### src/rtl/maze_pkg.sv
// Shared types and defaults for the MazeRunner command link.
package maze_pkg;

  typedef enum logic { RX_HIGH, RX_LOW  } rx_state_t;
  typedef enum logic { TX_IDLE, TX_BUSY } tx_state_t;

  localparam logic [7:0] RESP_ACK     = 8'hA5;
  localparam int         BAUD_DIV_DEF = 2604;       // 50 MHz / 19200
  localparam int         TIMEOUT_DEF  = 1_000_000;  // high byte -> low byte limit
  localparam int         TMR_W        = 20;

endpackage

### src/rtl/uart_cmd_wrapper_uart.sv
// 8N1 UART transceiver: rx_rdy/clr_rx_rdy/rx_data receive side,
// trmt/tx_data/tx_done transmit side. LSB first, one stop bit.
module uart_cmd_wrapper_uart
  import maze_pkg::*;
#(
  parameter int BAUD_DIV = BAUD_DIV_DEF
) (
  input  logic       clk,
  input  logic       rst_n,
  input  logic       rx_i,
  output logic       tx_o,
  output logic       rx_rdy_o,
  input  logic       clr_rx_rdy_i,
  output logic [7:0] rx_data_o,
  input  logic       trmt_i,
  input  logic [7:0] tx_data_i,
  output logic       tx_done_o
);

  localparam int            CW   = $clog2(BAUD_DIV);
  localparam logic [CW-1:0] FULL = CW'(BAUD_DIV - 1);
  localparam logic [CW-1:0] HALF = CW'(BAUD_DIV / 2);

  logic          rx_s1_q, rx_s2_q, rx_busy_q, rx_rdy_q;
  logic [CW-1:0] rx_cnt_q;
  logic [3:0]    rx_bit_q;
  logic [7:0]    rx_sh_q;

  logic          tx_busy_q, tx_done_q;
  logic [CW-1:0] tx_cnt_q;
  logic [3:0]    tx_bit_q;
  logic [9:0]    tx_sh_q;

  // Receiver: sample each bit at its centre; bit 0 is start, 1..8 data, 9 stop.
  // A new start bit retires any unread byte so rx_data never changes under rx_rdy.
  always_ff @(posedge clk) begin
    if (!rst_n) begin
      rx_s1_q   <= 1'b1;
      rx_s2_q   <= 1'b1;
      rx_busy_q <= 1'b0;
      rx_rdy_q  <= 1'b0;
      rx_cnt_q  <= '0;
      rx_bit_q  <= '0;
      rx_sh_q   <= '0;
    end else begin
      rx_s1_q <= rx_i;
      rx_s2_q <= rx_s1_q;
      if (clr_rx_rdy_i) rx_rdy_q <= 1'b0;
      if (!rx_busy_q) begin
        if (!rx_s2_q) begin
          rx_busy_q <= 1'b1;
          rx_cnt_q  <= HALF;
          rx_bit_q  <= '0;
          rx_rdy_q  <= 1'b0;
        end
      end else if (rx_cnt_q == '0) begin
        rx_cnt_q <= FULL;
        if (rx_bit_q == 4'd9) begin
          rx_busy_q <= 1'b0;
          rx_rdy_q  <= 1'b1;
        end else begin
          if (rx_bit_q != 4'd0) rx_sh_q <= {rx_s2_q, rx_sh_q[7:1]};
          rx_bit_q <= rx_bit_q + 4'd1;
        end
      end else begin
        rx_cnt_q <= rx_cnt_q - 1'b1;
      end
    end
  end

  // Transmitter: shift {stop, data, start} out LSB first; tx_done pulses once
  // the stop bit has been held for a full bit time.
  always_ff @(posedge clk) begin
    if (!rst_n) begin
      tx_sh_q   <= '1;
      tx_busy_q <= 1'b0;
      tx_done_q <= 1'b0;
      tx_cnt_q  <= '0;
      tx_bit_q  <= '0;
    end else begin
      tx_done_q <= 1'b0;
      if (!tx_busy_q) begin
        if (trmt_i) begin
          tx_sh_q   <= {1'b1, tx_data_i, 1'b0};
          tx_busy_q <= 1'b1;
          tx_cnt_q  <= FULL;
          tx_bit_q  <= '0;
        end
      end else if (tx_cnt_q == '0) begin
        tx_cnt_q <= FULL;
        if (tx_bit_q == 4'd9) begin
          tx_busy_q <= 1'b0;
          tx_done_q <= 1'b1;
        end else begin
          tx_sh_q  <= {1'b1, tx_sh_q[9:1]};
          tx_bit_q <= tx_bit_q + 4'd1;
        end
      end else begin
        tx_cnt_q <= tx_cnt_q - 1'b1;
      end
    end
  end

  assign tx_o      = tx_sh_q[0];
  assign rx_rdy_o  = rx_rdy_q;
  assign rx_data_o = rx_sh_q;
  assign tx_done_o = tx_done_q;

endmodule

### src/rtl/uart_cmd_wrapper.sv
// MazeRunner command link receive wrapper: two UART bytes (high first) form a
// 16-bit cmd held under cmd_rdy; single-byte responses go back over TX.
module uart_cmd_wrapper
  import maze_pkg::*;
#(
  parameter int BAUD_DIV = BAUD_DIV_DEF,
  parameter int TIMEOUT  = TIMEOUT_DEF
) (
  input  logic        clk,
  input  logic        rst_n,
  input  logic        RX,
  output logic        TX,
  output logic [15:0] cmd,
  output logic        cmd_rdy,
  input  logic        clr_cmd_rdy,
  input  logic [7:0]  resp,
  input  logic        snd_resp,
  output logic        resp_sent,
  output logic        cmd_err
);

  localparam logic [TMR_W-1:0] TO_M1 = TMR_W'(TIMEOUT - 1);

  logic             rx_rdy, clr_rx_rdy, trmt_q, tx_done;
  logic [7:0]       rx_data, tx_data_q;

  rx_state_t        rx_state_q;
  logic [15:0]      cmd_q;
  logic             cmd_rdy_q, cmd_err_q;
  logic [TMR_W-1:0] timer_q, timer_d;

  tx_state_t        tx_state_q;
  logic             pend_vld_q, resp_sent_q;
  logic [7:0]       pend_q;

  uart_cmd_wrapper_uart #(.BAUD_DIV(BAUD_DIV)) u_uart (
    .clk          (clk),
    .rst_n        (rst_n),
    .rx_i         (RX),
    .tx_o         (TX),
    .rx_rdy_o     (rx_rdy),
    .clr_rx_rdy_i (clr_rx_rdy),
    .rx_data_o    (rx_data),
    .trmt_i       (trmt_q),
    .tx_data_i    (tx_data_q),
    .tx_done_o    (tx_done)
  );

  // Every received byte is consumed the cycle it appears, in either RX state.
  assign clr_rx_rdy = rx_rdy;
  assign timer_d    = (timer_q == '1) ? timer_q : timer_q + 1'b1;

  // Command assembly FSM: high byte, then low byte within TIMEOUT cycles.
  // A byte arriving on the timeout cycle takes priority over the error.
  always_ff @(posedge clk) begin
    if (!rst_n) begin
      rx_state_q <= RX_HIGH;
      cmd_q      <= '0;
      cmd_rdy_q  <= 1'b0;
      cmd_err_q  <= 1'b0;
      timer_q    <= '0;
    end else begin
      cmd_err_q <= 1'b0;
      if (clr_cmd_rdy) cmd_rdy_q <= 1'b0;
      case (rx_state_q)
        RX_HIGH: if (rx_rdy) begin
          cmd_q[15:8] <= rx_data;
          cmd_rdy_q   <= 1'b0;
          timer_q     <= '0;
          rx_state_q  <= RX_LOW;
        end
        RX_LOW: if (rx_rdy) begin
          cmd_q[7:0] <= rx_data;
          cmd_rdy_q  <= 1'b1;
          rx_state_q <= RX_HIGH;
        end else if (timer_q == TO_M1) begin
          cmd_err_q  <= 1'b1;
          rx_state_q <= RX_HIGH;
        end else begin
          timer_q <= timer_d;
        end
      endcase
    end
  end

  // Response FSM: one byte in flight plus a 1-deep pending slot (last request
  // wins). A fresh request in TX_IDLE supersedes an older pending byte.
  always_ff @(posedge clk) begin
    if (!rst_n) begin
      tx_state_q  <= TX_IDLE;
      trmt_q      <= 1'b0;
      tx_data_q   <= '0;
      pend_vld_q  <= 1'b0;
      pend_q      <= '0;
      resp_sent_q <= 1'b0;
    end else begin
      trmt_q      <= 1'b0;
      resp_sent_q <= 1'b0;
      case (tx_state_q)
        TX_IDLE: if (snd_resp) begin
          trmt_q     <= 1'b1;
          tx_data_q  <= resp;
          pend_vld_q <= 1'b0;
          tx_state_q <= TX_BUSY;
        end else if (pend_vld_q) begin
          trmt_q     <= 1'b1;
          tx_data_q  <= pend_q;
          pend_vld_q <= 1'b0;
          tx_state_q <= TX_BUSY;
        end
        TX_BUSY: begin
          if (snd_resp) begin
            pend_q     <= resp;
            pend_vld_q <= 1'b1;
          end
          if (tx_done) begin
            resp_sent_q <= 1'b1;
            tx_state_q  <= TX_IDLE;
          end
        end
      endcase
    end
  end

  assign cmd       = cmd_q;
  assign cmd_rdy   = cmd_rdy_q;
  assign cmd_err   = cmd_err_q;
  assign resp_sent = resp_sent_q;

endmodule

### config.mk
export PLATFORM = sky130hd
export DESIGN_NAME = uart_cmd_wrapper
export DESIGN_NICKNAME = d
export VERILOG_FILES = /design/src/rtl/maze_pkg.sv /design/src/rtl/uart_cmd_wrapper_uart.sv /design/src/rtl/uart_cmd_wrapper.sv
export SDC_FILE = /design/constraint.sdc
export NUM_CORES = 1
export LEC_CHECK = 0
export ABC_AREA = 1
export ABC_CLOCK_PERIOD_IN_PS = 6400
export BUFFER_PORTS_ARGS = -buffer_cell sky130_fd_sc_hd__buf_2
export CORE_MARGIN = 5
export CORE_UTILIZATION = 63
export DETAILED_ROUTE_END_ITERATION = 7
export PLACE_DENSITY = 0.93
export SLEW_MARGIN = 20
export SYNTH_ARGS = -nofsm -noshare
export SYNTH_HDL_FRONTEND = slang
export SYNTH_SLANG_ARGS = --single-unit
### constraint.sdc
create_clock -name clk -period 6.4 [get_ports clk]
set_clock_uncertainty 0.2 [all_clocks]
set_input_delay 0.96 -clock clk [delete_from_list [all_inputs] [get_ports clk]]
set_output_delay 0.96 -clock clk [all_outputs]
set_load 0.03 [all_outputs]
; ---- Word level (Yosys, flattened, before mapping)
; Index checks and enable logic that the tools add are counted.
[word_totals]
reg_bits = 115
in_bits = 13
out_inout_bits = 20
word_cells = 116
[op_classes]
n_addsub = 5
eq_ne = 14
muxes = 51
bitwise_logic = 4
reduce_logical = 18
[ops]
columns = operator, n
row1 = 2-to-1 mux 20 bit, 4
row2 = 2-to-1 mux 12 bit, 6
row3 = == test 20 bit (second input constant), 2
row4 = 2-to-1 mux 10 bit, 4
row5 = case mux 20 bit (2 select lines), 1
row6 = 2-to-1 mux 4 bit, 8
row7 = zero test 12 bit, 2
row8 = subtractor 12 x 1 -> 12 bit (second input constant), 2
row9 = 2-to-1 mux 1 bit, 22
row10 = adder 20 x 1 -> 20 bit (second input constant), 1
row11 = inequality test 2 bit (second input constant), 9
row12 = 2-to-1 mux 8 bit, 2
row13 = AND reduction 3 bit, 4
row14 = AND reduction 2 bit, 5
row15 = adder 4 x 1 -> 4 bit (second input constant), 2
row16 = == test 4 bit (second input constant), 2
row17 = case mux 1 bit (2 select lines), 4
row18 = AND reduction 4 bit, 2
row19 = NOT 1 bit, 4
row20 = nonzero test 2 bit, 2
row21 = nonzero test 4 bit, 1
row22 = OR reduction 3 bit, 1
row23 = inequality test 2 x 1 -> 1 bit (second input constant), 1
row24 = OR reduction 2 bit, 1

; ---- Longest topological paths before layout
; Gate-level depths: netlist of the first run.
[depth]
ltp_word = 5
ltp_mapped = 11
mapped_depth_nobuf = 11

; ---- Modules after synthesis
; Synthesis of the first run repeated with hierarchy kept, for this count alone.
[hier_totals]
cells_unflattened = 843
area_unflattened_um2 = 5803.1
[by_module_without_submodules]
columns = module, n_inst, cells_per_inst, area_per_inst_um2, seq_area_each_um2
row1 = uart_cmd_wrapper_uart, 1, 427, 2985.4, 1101.1
row2 = uart_cmd_wrapper, 1, 416, 2817.7, 1181.1

; ---- Least setup slack after synthesis of the first run
; Ideal clock, no wire load.
[synth_timing]
path_kind = input port to flip-flop
start = input snd_resp
end = register tx_data_q[6]
setup_time_ps = 70
arrival_ps = 1895
required_time_ps = 6130
slack_ps = 4235
stages = 6
n_path_buf = 2
cell_sequence = buf_2 -> nor2_1 -> nor2_1 -> clkbuf_1 -> o21ai_0 -> a21oi_1
[synth_via]
elab_chain_len = 2
word_cells_on_any_way = 3
cone_classes = mux (1) / reduce/logical (2)
[synth_rtl]
columns = element, line
row1 = start: declaration, uart_cmd_wrapper.sv:17  ; input logic snd_resp,
row2 = nonzero test 2 bit (no source line), --
row3 = AND reduction 2 bit (no source line), --
row4 = end signal: assignment, uart_cmd_wrapper.sv:102  ; tx_data_q <= resp;
row5 = end signal: assignment, uart_cmd_wrapper.sv:107  ; tx_data_q <= pend_q;
row6 = end: declaration, uart_cmd_wrapper.sv:25  ; logic [7:0] rx_data, tx_data_q;
; Parallel ways exist; a longest one is shown, timed or not.
; A chain may end at the register's enable or synchronous reset.

; ---- Worst setup path in the final report of the first run
[layout_timing]
start = register rx_state_q
end = register timer_q[17]
[layout_via]
elab_chain_len = 3
word_cells_on_any_way = 7
cone_classes = eq/ne (4) / mux (1) / bitwise (1) / reduce/logical (1)
[layout_rtl]
columns = element, line
row1 = start: declaration, uart_cmd_wrapper.sv:27  ; rx_state_t rx_state_q;
row2 = start signal: assignment, uart_cmd_wrapper.sv:57  ; rx_state_q <= RX_HIGH;
row3 = start signal: assignment, uart_cmd_wrapper.sv:70  ; rx_state_q <= RX_LOW;
row4 = start signal: assignment, uart_cmd_wrapper.sv:75  ; rx_state_q <= RX_HIGH;
row5 = NOT 1 bit (no source line), --
row6 = inequality test 2 x 1 -> 1 bit (no source line), --
row7 = AND reduction 4 bit (no source line), --
row8 = end signal: assignment, uart_cmd_wrapper.sv:80  ; timer_q <= timer_d;
row9 = end: declaration, uart_cmd_wrapper.sv:30  ; logic [TMR_W-1:0] timer_q, timer_d;
; Parallel ways exist; a longest one is shown, timed or not.

==> results_dict.tcl, run 1 <==
set metrics [dict create \
    wl_mm 14.0 \
    synthFlopType "dfxtp_1" \
    finalCritPeriodShare_pct 43.9 \
    cts_buffer_depth 2 \
    yosys_register_bits 114 \
    endpoint_kind "register" \
    antenna_left 0 \
    fmax_ghz 0.356 \
    p_leak_nw 2.71 \
    drt_iter0_drc 467 \
    grt_pass1_vias 5116 \
    initial_core_util_pct 64.4 \
    path_class "register to register" \
    synth_area_mm2 0.00559 \
    hold_path.class "register to register" \
    synth_edf_count 0 \
    path_clk_slew_ns 0.05 \
    cp_data_required_time_ns 6.62 \
    pwr-share-clk_pct 46.1 \
    grt_overflow_total 0 \
    cts_max_level 4 \
    dieWidth_um 104 \
    finalNetCount 836 \
    period_minus_slack_ns 2.81 \
    syn_inst 783 \
    core_mm2 0.00868 \
    cts_root_buffer "clkbuf_8" \
    relSlewSlack_pct 31.6 \
    grt_antenna_before_repair 0 \
    post-cts-setup-buffers 0 \
    synth_nets 808 \
    final_cell_mix "nand2_1 (161), nor2_1 (140), dfxtp_1 (114)" \
    row_count 34 \
    p_per_area_mw_per_mm2 298 \
    path_cells "inv_1 -> ha_1 -> a21oi_1 -> nand2_1 -> a21oi_2" \
    synth.distinct_cells 43 \
    crit_fanout 20 \
    report.final.setup_viol 0 \
    worst_path_max_delay_cell "a21oi_1" \
    synth_top_area_share_pct 40.8 \
    vias 5367 \
    cts.sinks 114 \
    grt_usage_pct 25.8 \
    layout_commonest_cell "nand2_1" \
    grt_max_degree 61 \
    wl_per_cell_um 15.1 \
    cts_tree "yes" \
    internal-power_mw 1.38 \
    rsz0062_at_grt "no" \
    firstDrtPassIters 5 \
    place_hpwl_mm 8.65 \
    setup_tns_ns 0 \
    ctsResizeCount 0 \
    crit_path_start_kind "register" \
    wl_met3_um 829 \
    ys_seq_area_share_pct 40.8 \
    combPwrFrac_pct 12.5 \
    final_core_util_pct 72.7 \
    cp_top_family "compound AO/OA/AOI/OAI gates" \
    highest_layer "met4" \
    ios 33 \
    cp_num_buf_inv 1 \
    antenna_cells 0 \
    cts-buffers-inserted 17 \
    synth_top_area_cell "dfxtp_1" \
    max_cap_viol_count 0 \
    die_h_um 104 \
    drcViolationCount 0 \
    avgSynthCellArea_um2 7.14 \
    irDropWorstVdd_uv 249 \
    fillerInstances 613 \
    seq_power_share_pct 41.5 \
    hold_viol_final 0 \
    area_growth_syn_to_layout_pct 12.9 \
    swShare_pct 26.4 \
    die_area_mm2 0.0109 \
    yosysWarnings 0 \
    status "finished clean" \
    grt_pass1_wl_mm 23.6 \
    met2WireLength_mm 7.16 \
    drt-met1-wl_mm 5.50 \
    cp_slowest_stage_delay_ns 0.80 \
    place_congestion 0.864 \
    port_buffers 32 \
    drive_above_1_share_pct 13.5 \
    cp.arrival_ns 3.03 \
    drv_slew 0 \
    clkLatencyLatePin_ns 0.52 \
    via_per_inst 5.78 \
    synth_area_leaders "dfxtp_1 (41%), nand2_1 (11%), nor2_1 (9.4%), a21oi_1 (5.5%), o21ai_0 (4.8%)" \
    postCtsHoldBufs 0 \
    async_reset_ff_share_pct 0 \
    switchingPower_mw 0.497 \
    worstMarginPinSlew_ns 1.03 \
]
[path summary, 6_finish.rpt]
path	start	end	slack (ns)	depth (start not counted)
hold / removal	u_uart.rx_s1_q	u_uart.rx_s2_q	0.22	1
setup reg to reg	rx_state_q	timer_q[17]	3.59	5
setup / recovery	rx_state_q	timer_q[17]	3.59	5
hold reg to reg	u_uart.rx_s1_q	u_uart.rx_s2_q	0.22	1
[logic make-up (layout without fill, tap and decap cells)]
logic type	count (synthesis)	count (layout)	synth area share, %
xor gates and xnor gates	26	26	4.07
AOI/OAI and AO/OA	134	134	13.2
DFF	114	114	40.8
buffers and inverters	99	137	7.21
and+or+nand+nor	398	398	32.0
adders and majority gates	12	12	2.69
[layout make-up]
cell class                 instances  area [um^2]  area share, %
multi-input combinational        570         2910           46.0
sequential                       114         2280           36.2
clock buffer                      24          490           7.77
inverter                          76          285           4.52
timing repair buffer              32          160           2.54
tap                              108          135           2.14
clock inverter                     5         52.6          0.833
[per-stage QoR]
step | setup WS, ns | total power, mW | instance area [um^2] | cells | hold slack [ns]
final | 3.59 | 1.88 | 6310 | 929 | 0.220
after global routing | 3.38 | 1.95 | 6310 | 929 | 0.248
after CTS | 3.69 | 1.88 | 6310 | 929 | 0.226
after detailed placement | 3.34 | 1.01 | 5770 | 900 | 0.212
after global placement | 3.38 | 1.00 | 5770 | 900 | 0.205
after floorplan | 4.24 | 0.967 | 5590 | 783 | 0.193
[power by group through the flow]
| stage | Clock [mW] | Sequential, mW | Combinational [mW] |
|---|---|---|---|
| 6_report | 0.867 | 0.780 | 0.234 |
| 5_1_grt | 0.907 | 0.783 | 0.263 |
| 4_1_cts | 0.869 | 0.778 | 0.231 |
| 3_5_place_dp | 0 | 0.791 | 0.223 |
| 3_3_place_gp | 0 | 0.789 | 0.210 |
| 2_1_floorplan | 0 | 0.783 | 0.184 |
[registers in the layout (all words and copies together), names as in the netlist, 8 cells and up]
name,cells
pend_q,8
u_uart.tx_sh_q,9
u_uart.rx_cnt_q,12
cmd,16
timer_q,20
u_uart.rx_data_o,8
u_uart.tx_cnt_q,12
tx_data_q,8
[layer usage]
metal | GRT usage (%) | vias up
li1 | - | 2559
met1 | 29.7 | 2515
met2 | 45.1 | 226
met3 | 6.77 | 67
met4 | 10.6 | 0
met5 | 0 | -
[Yosys cell counts (6+ instances only)]
library cell	n
nand2_1	161
nor2_1	140
dfxtp_1	114
inv_1	69
a21oi_1	61
o21ai_0	54
nand3_1	43
xor2_1	21
clkbuf_1	16
ha_1	12
a21oi_2	10
nand2_2	10
nand4_1	7
nor3_1	7
nor2_2	6
(Power assumes the default switching activity.)
==> run 2: changes to the inputs <==
--- a/config.mk
+++ b/config.mk
@@ -5,13 +5,13 @@
 export SDC_FILE = /design/constraint.sdc
 export NUM_CORES = 1
 export LEC_CHECK = 0
-export ABC_AREA = 1
-export ABC_CLOCK_PERIOD_IN_PS = 6400
+export ABC_AREA = 0
+export ABC_CLOCK_PERIOD_IN_PS = 2400
 export BUFFER_PORTS_ARGS = -buffer_cell sky130_fd_sc_hd__buf_2
 export CORE_MARGIN = 5
-export CORE_UTILIZATION = 63
+export CORE_UTILIZATION = 54
 export DETAILED_ROUTE_END_ITERATION = 7
-export PLACE_DENSITY = 0.93
+export PLACE_DENSITY = 0.86
 export SLEW_MARGIN = 20
 export SYNTH_ARGS = -nofsm -noshare
 export SYNTH_HDL_FRONTEND = slang
==> constraint.sdc (replaced) <==
create_clock -name clk -period 2.4 [get_ports clk]
set_clock_uncertainty 0.2 [all_clocks]
set_input_delay 0.36 -clock clk [delete_from_list [all_inputs] [get_ports clk]]
set_output_delay 0.36 -clock clk [all_outputs]
set_load 0.03 [all_outputs]
==> run 2 against run 1 <==
  * Setup slack got worse by 3.6 ns
  * Synthesized cell count decreased by 26%
  * Synthesized area decreased by 8.0%
  * Sequential cell count unchanged
  * Worst hold slack worse by 0.11 ns
  * Clock power grew to 2.8 times the previous value
  * Critical endpoint is now u_uart.rx_cnt_q[8]
==> results_dict.tcl, run 2 <==
set metrics [dict create \
    die_area_mm2 0.0116 \
    rr_endpoint "u_uart.rx_cnt_q[8]" \
    ys_seq_area_share_pct 44.4 \
    async_reset_ff_share_pct 0 \
    drv_slew 0 \
    rsz0062_at_grt "yes" \
    grt_pass1_vias 4617 \
    synth_nets 607 \
    yosys_register_bits 114 \
    wl_mm 13.5 \
    irDropWorstVdd_uv 583 \
    area_growth_syn_to_layout_pct 22.7 \
    clkLatencyLatePin_ns 0.51 \
    grt_max_degree 57 \
    final_core_util_pct 68.3 \
    die_h_um 108 \
    drcViolationCount 0 \
    place_area_mm2 0.00550 \
    core_mm2 0.00924 \
    place_hpwl_mm 8.00 \
    fin_area_mm2 0.00631 \
    combPwrFrac_pct 12.3 \
    layout_commonest_cell "dfxtp_1" \
    grt_pass1_wl_mm 21.3 \
    initial_core_util_pct 55.6 \
    drt_iter0_drc 415 \
    grt_usage_pct 22.7 \
    port_buffers 32 \
    path_class "register to register" \
    finalNetCount 661 \
    endpoint_kind "register" \
    setup_tns_ns 0 \
    cp_data_required_time_ns 2.62 \
    largest_reg_flops 20 \
    avgSynthCellArea_um2 8.83 \
    hold_viol_final 0 \
    grt_antenna_before_repair 0 \
    yosysWarnings 0 \
    internal-power_mw 3.78 \
    synth_edf_count 0 \
    cts_tree "yes" \
    synthFlopType "dfxtp_1" \
    p_per_area_mw_per_mm2 813 \
    cts.sinks 114 \
    grt_overflow_total 0 \
    vias 4809 \
    pwr-share-clk_pct 47.4 \
    synth_top_area_share_pct 44.4 \
    crit_path_start_kind "register" \
    status "finished clean" \
    antenna_left 0 \
    synth_area_mm2 0.00514 \
    top_register "timer_q" \
    cts-buffers-inserted 17 \
    hold_path.class "primary input to register" \
    via_per_inst 6.18 \
    worstMarginPinSlew_ns 0.610 \
    antenna_cells 0 \
    cp.arrival_ns 2.58 \
    syn_inst 582 \
    wl_per_cell_um 17.3 \
    place_congestion 0.901 \
    cts_max_level 4 \
    synth_top_area_cell "dfxtp_1" \
    synth_most_common_cell "dfxtp_1" \
    rr_startpoint "u_uart.rx_cnt_q[1]" \
    synth_area_leaders "dfxtp_1 (44%), mux2i_1 (8.0%), a21oi_1 (5.1%), nor2_1 (4.7%), or4_1 (3.2%)" \
    row_count 35 \
    swShare_pct 26.3 \
    path_clk_slew_ns 0.06 \
    p_leak_nw 2.39 \
    rrSetupSlack_ns 0.03 \
    cts_root_buffer "clkbuf_8" \
    max_cap_viol_count 0 \
    report.final.setup_viol 0 \
    synth.distinct_cells 59 \
    finalCritPeriodShare_pct 98.7 \
    dieWidth_um 108 \
    worstSetupStartpoint "u_uart.rx_cnt_q[1]" \
    reg2reg_depth 7 \
    switchingPower_mw 1.35 \
    ios 33 \
    firstDrtPassIters 5 \
    final_cell_mix "dfxtp_1 (113), nor2_1 (63), a21oi_1 (51)" \
    cts_buffer_depth 2 \
    crit_end "u_uart.rx_cnt_q[8]" \
    relSlewSlack_pct 59.1 \
    period_minus_slack_ns 2.37 \
    seq_power_share_pct 40.3 \
    fmax_ghz 0.422 \
    drive_above_1_share_pct 19.9 \
    synth_top_cells_by_count "dfxtp_1 (114), nor2_1 (64), a21oi_1 (52), mux2i_1 (41), nand2_1 (41)" \
    crit_fanout 4 \
]
run 2: cell count changes in the layout (fill, tap and decap cells not counted), moves of 27 or more:
cell     previous run  this run
nor2_1            140        63
inv_1              69        12
buf_4               0        27
o21ai_0            54        11
nand2_1           161        41
mux2i_1             0        40
run 2: routing by layer:
metal	track usage (%)	part of all wire, %	up-vias
met5	0	0	-
met1	25.7	39	2291
li1	-	-	2255
met4	10.8	3.0	0
met2	39.1	52	210
met3	6.48	6.0	53
run 2: worst min path at each step:
| stage | start | endpoint | slack [ns] | cells after the start |
|---|---|---|---|---|
| finish | snd_resp | pend_q[3] | 0.11 | 3 |
| CTS | rst_n | cmd_rdy | 0.08 | 3 |
| floorplan | u_uart.rx_s1_q | u_uart.rx_s2_q | 0.19 | 1 |
| detailed placement | u_uart.rx_s1_q | u_uart.rx_s2_q | 0.19 | 1 |
| global route | rst_n | u_uart.rx_s1_q | 0.12 | 3 |
| global placement | u_uart.rx_s1_q | u_uart.rx_s2_q | 0.19 | 1 |
run 2: repair_timing:
action,in CTS,in global routing
endpoints found under the setup margin,1,30
pin swaps,0,4
buffers inserted,2,3
resized for setup,0,25
endpoints found under the hold margin,10,0
hold buffers,10,0
run 2: cell type report:
type	count	area, um^2
Sequential cell	114	2280
Inverter	15	56.3
Timing Repair Buffer	71	494
Clock buffer	21	449
Tap cell	129	161
Multi-Input combinational cell	417	2740
Clock inverter	11	129
Fill cell	637	2930
run 2: power by group through the flow:
stage | Combinational [mW] | Clock (mW) | Sequential (mW)
floorplan | 0.407 | 0 | 2.07
finish | 0.631 | 2.43 | 2.06
CTS | 0.559 | 2.45 | 2.06
global placement | 0.503 | 0 | 2.09
global route | 0.684 | 2.55 | 2.07
detailed placement | 0.535 | 0 | 2.09
run 2: critical path: stages, from the launching register on:
cell	delay (ns)
dfxtp_1	0.34
inv_2	0.09
ha_2	0.18
or3b_2	0.45
or4b_4	0.53
a21oi_2	0.16
o22ai_1	0.11
nor3_1	0.21
run 2: logic make-up after synthesis:
| family | count (synthesis) | share of synthesized area [%] |
|---|---|---|
| DFF | 114 | 44.4 |
| adders and majority gates | 12 | 2.92 |
| xor gates and xnor gates | 3 | 0.511 |
| buffers and inverters | 51 | 4.11 |
| muxes | 41 | 7.98 |
| and+or+nand+nor | 231 | 23.4 |
| AOI/OAI and AO/OA | 130 | 16.6 |
run 2: per-stage QoR:
| step | hold WS [ns] | setup WS (ns) | cells | total power, mW |
|---|---|---|---|---|
| finish | 0.108 | 0.0323 | 778 | 5.13 |
| global route | 0.116 | -0.0482 | 778 | 5.30 |
| CTS | 0.0804 | 0.00538 | 775 | 5.06 |
| detailed placement | 0.192 | 0.0241 | 731 | 2.63 |
| global placement | 0.191 | 0.112 | 731 | 2.59 |
| floorplan | 0.186 | 0.0650 | 582 | 2.48 |
==> run 3: changes to the inputs <==
--- a/config.mk
+++ b/config.mk
@@ -12,6 +12,7 @@
 export CORE_UTILIZATION = 54
 export DETAILED_ROUTE_END_ITERATION = 7
 export PLACE_DENSITY = 0.86
+export REMOVE_ABC_BUFFERS = 1
 export SLEW_MARGIN = 20
 export SYNTH_ARGS = -nofsm -noshare
 export SYNTH_HDL_FRONTEND = slang
==> constraint.sdc (replaced) <==
create_clock -name clk -period 2.4 [get_ports clk]
set_clock_uncertainty 0.2 [all_clocks]
set_input_delay 0.12 -clock clk [delete_from_list [all_inputs] [get_ports clk]]
set_output_delay 0.12 -clock clk [all_outputs]
set_load 0.03 [all_outputs]
==> run 3 against run 2 <==
  * Clock power is essentially flat
  * Critical path depth is the same
  * Combinational power is essentially flat
  * First-iteration DRC count shrank 36%
  * Design area grew 2.7%
  * Largest cell class unchanged
  * Register-to-register slack gained 0.02 ns
  * Die area is the same
  * Core utilization grew 1.9 points
  * Highest routed layer unchanged
==> results_dict.tcl, run 3 (same netlist as run 2, synthesis figures left out) <==
set metrics [dict create \
    grt_usage_pct 22.1 \
    hold_path.class "register to register" \
    drt_iter0_drc 265 \
    switchingPower_mw 1.28 \
    p_leak_nw 2.46 \
    rr_startpoint "u_uart.rx_cnt_q[1]" \
    cts-buffers-inserted 17 \
    max_cap_viol_count 0 \
    grt_pass1_vias 4551 \
    cts_max_level 4 \
    antenna_cells 0 \
    final_cell_mix "dfxtp_1 (112), nor2_1 (63), a21oi_1 (51)" \
    swShare_pct 24.9 \
    die_area_mm2 0.0116 \
    seq_power_share_pct 40.1 \
    largest_reg_flops 20 \
    pwr-share-clk_pct 47.5 \
    multi_input_area_mm2 0.00273 \
    relSlewSlack_pct 56.7 \
    layout_commonest_cell "dfxtp_1" \
    whs_endpoint "u_uart.rx_s2_q" \
    cp_data_required_time_ns 2.58 \
    place_hpwl_mm 7.58 \
    vias 4741 \
    place_congestion 0.885 \
    grt_pass1_wl_mm 21.0 \
    top_register "timer_q" \
    reg2reg_depth 7 \
    core_mm2 0.00924 \
    area_growth_syn_to_layout_pct 26.0 \
    p_per_area_mw_per_mm2 793 \
    final_core_util_pct 70.1 \
    wl_per_cell_um 15.5 \
    crit_path_start_kind "register" \
    grt_overflow_total 0 \
    rrSetupSlack_ns 0.05 \
    via_per_inst 5.93 \
    antenna_left 0 \
    worstMarginPinSlew_ns 0.648 \
    cts_root_buffer "clkbuf_8" \
    fillerInstances 654 \
    combPwrFrac_pct 12.3 \
    drv_slew 0 \
    register_area_mm2 0.00228 \
    drcViolationCount 0 \
    path_clk_slew_ns 0.05 \
    path_class "register to register" \
    crit_fanout 4 \
    ios 33 \
    cp.arrival_ns 2.53 \
    period_minus_slack_ns 2.35 \
    die_h_um 108 \
    hp-start "u_uart.rx_s1_q" \
    wl_mm 12.4 \
    port_buffers 32 \
    report.final.setup_viol 0 \
    grt_max_degree 36 \
    hold_viol_final 0 \
    dieWidth_um 108 \
    initial_core_util_pct 55.6 \
    cts_tree "yes" \
    status "finished clean" \
    min_path_cells 1 \
    timing.hold.ws_ns 0.214 \
    cts.sinks 114 \
    finalNetCount 682 \
    irDropWorstVdd_uv 528 \
    setup_tns_ns 0 \
    firstDrtPassIters 5 \
    clkLatencyLatePin_ns 0.51 \
    cts_buffer_depth 2 \
    row_count 35 \
    finalCritPeriodShare_pct 97.8 \
    rr_endpoint "u_uart.rx_cnt_q[10]" \
    drive_above_1_share_pct 20.6 \
    fmax_ghz 0.426 \
    endpoint_kind "register" \
    internal-power_mw 3.86 \
    grt_antenna_before_repair 0 \
]
## run 3: per-layer routing
| metal | share of wire (%) | track usage (%) | vias up |
|---|---|---|---|
| li1 | - | - | 2299 |
| met1 | 42 | 26.4 | 2278 |
| met2 | 51 | 38.7 | 145 |
| met3 | 5.7 | 5.64 | 19 |
| met4 | 1.4 | 6.76 | 0 |
| met5 | 0 | 0 | - |
## run 3: worst max path at each step
stage	start	endpoint	cells after the start
after global routing	u_uart.rx_cnt_q[0]	u_uart.rx_cnt_q[8]	7
after CTS	u_uart.tx_cnt_q[1]	u_uart.tx_sh_q[8]	8
after floorplan	u_uart.rx_busy_q	u_uart.rx_data_o[0]	5
after detailed placement	u_uart.tx_cnt_q[1]	u_uart.tx_bit_q[3]	7
after global placement	u_uart.rx_cnt_q[0]	u_uart.rx_cnt_q[10]	7
final	u_uart.rx_cnt_q[1]	u_uart.rx_cnt_q[10]	7
## run 3: final cells by class
cell class              count  share of cell area (%)
clock buffers              21                    6.78
clock inverters            11                    2.10
inverters                  15                   0.869
multi-input cells         417                    42.2
flip-flops and latches    114                    35.3
well taps                 129                    2.49
repair buffers             92                    10.3
## run 3: repair_timing
item | CTS | global route
buffers inserted | 8 | 5
pin swaps | 1 | 4
hold buffers | 21 | 0
endpoints found under the setup margin | 11 | 33
hold endpoints to repair | 42 | 0
gates resized for setup | 2 | 27
## run 3: stage by stage
| step | setup WS (ns) | area, um^2 | std cells | total power [mW] |
|---|---|---|---|---|
| finish | 0.0524 | 6480 | 799 | 5.14 |
| global route | -0.0297 | 6480 | 799 | 5.34 |
| CTS | 0.000836 | 6360 | 794 | 5.11 |
| detailed placement | -0.00693 | 5500 | 733 | 2.62 |
| global placement | 0.0979 | 5500 | 733 | 2.59 |
| floorplan | -0.576 | 4990 | 546 | 2.45 |
## run 3: worst max-delay path, cell delays in order (launching register included)
cell and delay, ns:
dfxtp_1 0.32, inv_2 0.09, ha_1 0.17, or3b_2 0.48, or4b_4 0.60, nor2_4 0.11
mux2i_1 0.18, a21oi_1 0.08
## run 3: power groups by stage
| stage | clock, mW | combinational, mW | sequential [mW] |
|---|---|---|---|
| detailed placement | 0 | 0.527 | 2.09 |
| global route | 2.57 | 0.702 | 2.07 |
| global placement | 0 | 0.503 | 2.09 |
| finish | 2.44 | 0.634 | 2.06 |
| CTS | 2.47 | 0.580 | 2.05 |
| floorplan | 0 | 0.364 | 2.09 |
